[src/rtl/adder_pkg.sv]
// adder_pkg: shared definitions for the multi-cycle chunked adder.
//   state_t    - sequencer states (IDLE, RUN, DONE)
//   DEF_WIDTH  - default operand/sum width
//   DEF_CHUNK  - default bits added per cycle
//   idx_width  - chunk index width, clog2 with a 1-bit floor
package adder_pkg;

   typedef enum logic [1:0] {
      IDLE = 2'd0,
      RUN  = 2'd1,
      DONE = 2'd2
   } state_t;

   localparam int unsigned DEF_WIDTH = 32;
   localparam int unsigned DEF_CHUNK = 8;

   function automatic int unsigned idx_width(input int unsigned nchunk);
      return (nchunk > 1) ? $clog2(nchunk) : 1;
   endfunction

endpackage

[src/rtl/chunked_adder_chunk.sv]
// full_adder / chunk_adder: combinational CHUNK-bit ripple-carry slice used
// once per cycle by chunked_adder.
//   full_adder  : a, b, c_in -> sum, c_out (1 bit)
//   chunk_adder : a[CHUNK], b[CHUNK], c_in -> sum[CHUNK], c_out
module full_adder (
   input  logic a,
   input  logic b,
   input  logic c_in,
   output logic sum,
   output logic c_out
);

   assign sum   = a ^ b ^ c_in;
   assign c_out = (a & b) | (c_in & (a ^ b));

endmodule

module chunk_adder #(
   parameter int unsigned CHUNK = 8
) (
   input  logic [CHUNK-1:0] a,
   input  logic [CHUNK-1:0] b,
   input  logic             c_in,
   output logic [CHUNK-1:0] sum,
   output logic             c_out
);

   logic [CHUNK:0] carry;

   assign carry[0] = c_in;
   assign c_out    = carry[CHUNK];

   for (genvar i = 0; i < CHUNK; i++) begin : g_bit
      full_adder u_fa (
         .a     (a[i]),
         .b     (b[i]),
         .c_in  (carry[i]),
         .sum   (sum[i]),
         .c_out (carry[i+1])
      );
   end

endmodule

[src/rtl/chunked_adder.sv]
// chunked_adder: WIDTH-bit adder that processes CHUNK bits per clock.
// An operation is accepted in IDLE, summed chunk by chunk (LSB first) in RUN
// and held in DONE until the consumer takes it.
//   clk, rst_n          - clock, async active-low reset
//   in_valid / in_ready - operand handshake (a, b, c_in)
//   out_valid/out_ready - result handshake (sum, c_out)
module chunked_adder
   import adder_pkg::*;
#(
   parameter int unsigned WIDTH = DEF_WIDTH,
   parameter int unsigned CHUNK = DEF_CHUNK
) (
   input  logic             clk,
   input  logic             rst_n,
   input  logic             in_valid,
   output logic             in_ready,
   input  logic [WIDTH-1:0] a,
   input  logic [WIDTH-1:0] b,
   input  logic             c_in,
   output logic             out_valid,
   input  logic             out_ready,
   output logic [WIDTH-1:0] sum,
   output logic             c_out
);

   if (WIDTH % CHUNK != 0) begin : g_width_check
      $error("chunked_adder: WIDTH must be a multiple of CHUNK");
   end

   localparam int unsigned NCHUNK = WIDTH / CHUNK;
   localparam int unsigned IDXW   = idx_width(NCHUNK);
   localparam logic [IDXW-1:0] LAST_IDX = IDXW'(NCHUNK - 1);

   state_t            state;
   logic [IDXW-1:0]   idx;
   logic              carry;
   logic [WIDTH-1:0]  a_q;
   logic [WIDTH-1:0]  b_q;

   int unsigned       lsb;
   logic [CHUNK-1:0]  a_chunk;
   logic [CHUNK-1:0]  b_chunk;
   logic [CHUNK-1:0]  chunk_sum;
   logic              chunk_carry;

   always_comb begin
      lsb     = 32'(idx) * CHUNK;
      a_chunk = a_q[lsb +: CHUNK];
      b_chunk = b_q[lsb +: CHUNK];
   end

   chunk_adder #(
      .CHUNK (CHUNK)
   ) u_chunk (
      .a     (a_chunk),
      .b     (b_chunk),
      .c_in  (carry),
      .sum   (chunk_sum),
      .c_out (chunk_carry)
   );

   always_ff @(posedge clk or negedge rst_n) begin
      if (!rst_n) begin
         state     <= IDLE;
         idx       <= '0;
         carry     <= 1'b0;
         a_q       <= '0;
         b_q       <= '0;
         sum       <= '0;
         c_out     <= 1'b0;
         in_ready  <= 1'b1;
         out_valid <= 1'b0;
      end else begin
         case (state)
            IDLE: begin
               if (in_valid) begin
                  a_q      <= a;
                  b_q      <= b;
                  carry    <= c_in;
                  idx      <= '0;
                  in_ready <= 1'b0;
                  state    <= RUN;
               end
            end
            RUN: begin
               sum[lsb +: CHUNK] <= chunk_sum;
               carry             <= chunk_carry;
               idx               <= idx + 1'b1;
               if (idx == LAST_IDX) begin
                  c_out     <= chunk_carry;
                  out_valid <= 1'b1;
                  idx       <= '0;
                  state     <= DONE;
               end
            end
            DONE: begin
               if (out_ready) begin
                  out_valid <= 1'b0;
                  in_ready  <= 1'b1;
                  state     <= IDLE;
               end
            end
            default: begin
               out_valid <= 1'b0;
               in_ready  <= 1'b1;
               state     <= IDLE;
            end
         endcase
      end
   end

endmodule

[config.mk]
export PLATFORM = sky130hd
export DESIGN_NAME = chunked_adder
export DESIGN_NICKNAME = d
export VERILOG_FILES = /design/src/rtl/adder_pkg.sv /design/src/rtl/chunked_adder_chunk.sv /design/src/rtl/chunked_adder.sv
export SDC_FILE = /design/constraint.sdc
export NUM_CORES = 1
export LEC_CHECK = 0
export CORE_AREA = 2 2 104 106
export CTS_CLUSTER_DIAMETER = 50
export DETAILED_ROUTE_END_ITERATION = 8
export DIE_AREA = 0 0 106 108
export PLACE_DENSITY = 0.75
export SLEW_MARGIN = 20
export SYNTH_ARGS = -nofsm -noshare
export SYNTH_HDL_FRONTEND = slang
export SYNTH_SLANG_ARGS = --single-unit
[constraint.sdc]
create_clock -name clk -period 4.5 [get_ports clk]
set_input_delay 0.675 -clock clk [delete_from_list [all_inputs] [get_ports clk]]
set_output_delay 0.675 -clock clk [all_outputs]
set_load 0.005 [all_outputs]
==> reports/qor.yml <==
finalSetupViolCount: 0
grt_pass1_wl_um: 16370
async_reset_ff_frac: 1.000
start_kind: "flop"
ant_nets: 0
period_needed_ps: 4273
path_clk_slew_ps: 100
via_per_inst: 5.294
path_cells: "mux4_2 > inv_1 > fa_1 > fa_1 > fa_1 > fa_1 > fa_1 > fa_1 > inv_1 > fa_1 > fa_1 > a22o_1"
drt_wl_total_um: 9822
whs_ps: 417.8
insertion_delay_ps: 360
cts_made_buffers: 9
vias: 2896
post_cts_buffers: 0
floorplan.initialDensity: 0.4476
worstSetupPathType: "flop to flop"
syn_area_mm2: 0.004579
drv_cap: 0
cpPeakStageDelay_ps: 450
synth_most_common_cell: "dfrtp_1"
rsz0062_at_grt: "false"
grt_antenna_before_repair: 0
dp_hpwl_um: 7389
yosys_warnings: 0
hold_class: "primary input to async pin"
ir_drop_v: 0.0003688
maxClockFrequency_mhz: 234.0
std_cell_rows: 37
grt_overflow: 0
synth_edf_count: 0
p_per_area_mw_per_mm2: 752.6
grt_usage: 0.1838
maxSlewHeadroom: 0.3864
crit_required_ps: 4750
cts_resized: 0
synth_seq_area_share: 0.5686
drt_first_pass_iters: 4
io_buffers: 103
boundaryPins: 104
clock_path_buffers: 2
worstPathMaxFanout: 5
setup_slack_ps: 227.3
ys_ff_latch: 104
cts.sinks: 104
finalCritPeriodShare: 0.9495
arrival_ps: 4520
synthDistinctLibCells: 32
grt_start_max_net_pins: 74
utilization: 0.5803
drt-wirelength-per-cell_um: 17.96
fin_skew_ps: 16.85
cp-end-kind: "flop"
drive_gt1_frac: 0.2701
status: "complete, no violations"
setup_tns_ps: 0
cts.htree.levels: 3
nets: 489
fin_area_mm2: 0.005937
tritoncts: "built"
fin_cells: 547
die_area_mm2: 0.01145
syn_area_per_cell_um2: 15.21
yosysTopAreaCell: "dfrtp_1"
hold_viol: 0
crit_top_cell: "fa_1"
synth_top_area_frac: 0.5628
place_area_mm2: 0.005752
dieWidth_um: 106
ys.flop_type: "dfrtp_1"
coreArea_mm2: 0.01023
p_leak_nw: 2.478
worst_pin_slew_ps: 920.4
dp.cells: 531
cts-root-buf: "clkbuf_8"
holdBufCountCts: 0
gp_congestion: 0.7835
post-place-ws_ps: 248.5
drt-initial-drc-count: 107
synth_cells: 301
area_growth_pct: 29.64
synth_area_leaders: "dfrtp_1 (56%), mux2_2 (16%), mux4_2 (7.9%), o2bb2ai_1 (5.4%), fa_1 (3.5%)"
netlist_top_cells_count: "dfrtp_1 (103), mux2_2 (65), o2bb2ai_1 (28)"
grt_pass1_vias: 3105
fp.dieH_um: 108
final-max-slew-violation-count: 0
crit_path_top_delay_cell: "dfrtp_1"
n_antenna_cell: 0
power_mw: 4.468
remaining_drc_errors: 0
synth_fp_nets: 384
[worst paths after layout]
kind / startpoint / cells after the start / end / slack [ps]
min in group clk: sum[16] / 1 / sum[16] / 500
min reg2reg: sum[16] / 1 / sum[16] / 500
max: idx[0] / 12 / sum[31] / 230
max reg2reg: idx[0] / 12 / sum[31] / 230
min: rst_n / 1 / state[1] / 420
max in group asynchronous: rst_n / 2 / sum[17] / 3130
[where the power goes]
part / total, mW / internal [mW] / switching (mW) / leakage, nW
Sequential: 1.61 / 1.36 / 0.249 / 1.29
Clock: 0.554 / 0.223 / 0.331 / 0.0937
Combinational: 2.31 / 1.22 / 1.09 / 1.10
[sequential cells by signal, summed over array words and instances (netlist names)]
name / cells
state: 2
in_ready: 1
idx: 2
carry: 1
out_valid: 1
c_out: 1
a_q: 32
b_q: 32
sum: 32
[critical path, delay by kind of cell (launching register included)]
kind                       cells  cell delay (ps)
muxes                          1              350
adders and majority gates      8             3030
buffers and inverters          2              130
AOI/OAI and AO/OA              1              220
DFF                            1              450
[logic make-up after synthesis]
family	synth area share
adder cells (fa/ha/maj)	0.05136
AND/OR/NAND/NOR	0.02869
multiplexers	0.2407
flip-flops	0.5686
buffers and inverters	0.03552
AO/OA/AOI/OAI	0.07514
[placed cells by master (no fill, tap or decap), drive strengths merged]
master,instances
dfrtp,103
o22a,1
and4bb,1
mux2,65
o2bb2ai,28
nand3,2
a21oi,2
o21ai,2
nor2,4
and3,1
nor3b,1
buf,8
and2b,1
fa,8
or3b,1
clkbuf,10
nor4b,1
clkdlybuf4s50,102
nand2,7
nand3b,1
o31ai,1
ha,6
nor3,1
inv,24
dfstp,1
mux2i,1
or2,1
or3,1
mux4,16
a221oi,1
a22o,6
clkinvlp,1
clkinv,2
[final cells by class]
type	count	area (µm²)
clock buffer	10	137.6
clock inverter	6	47.55
fill	843	4294
inverter	21	78.83
multi-input combinational	160	1818
sequential	104	2604
tap	136	170.2
timing repair buffer	110	1081
[layer usage]
metal | part of all wire | vias to the layer above | track usage
met3 | 0.046 | 14 | 0.03195
met4 | 0.014 | 0 | 0.05169
met5 | 0 | - | 0
met2 | 0.50 | 98 | 0.3097
li1 | - | 1301 | -
met1 | 0.44 | 1483 | 0.2487
(Power assumes the default switching activity.)
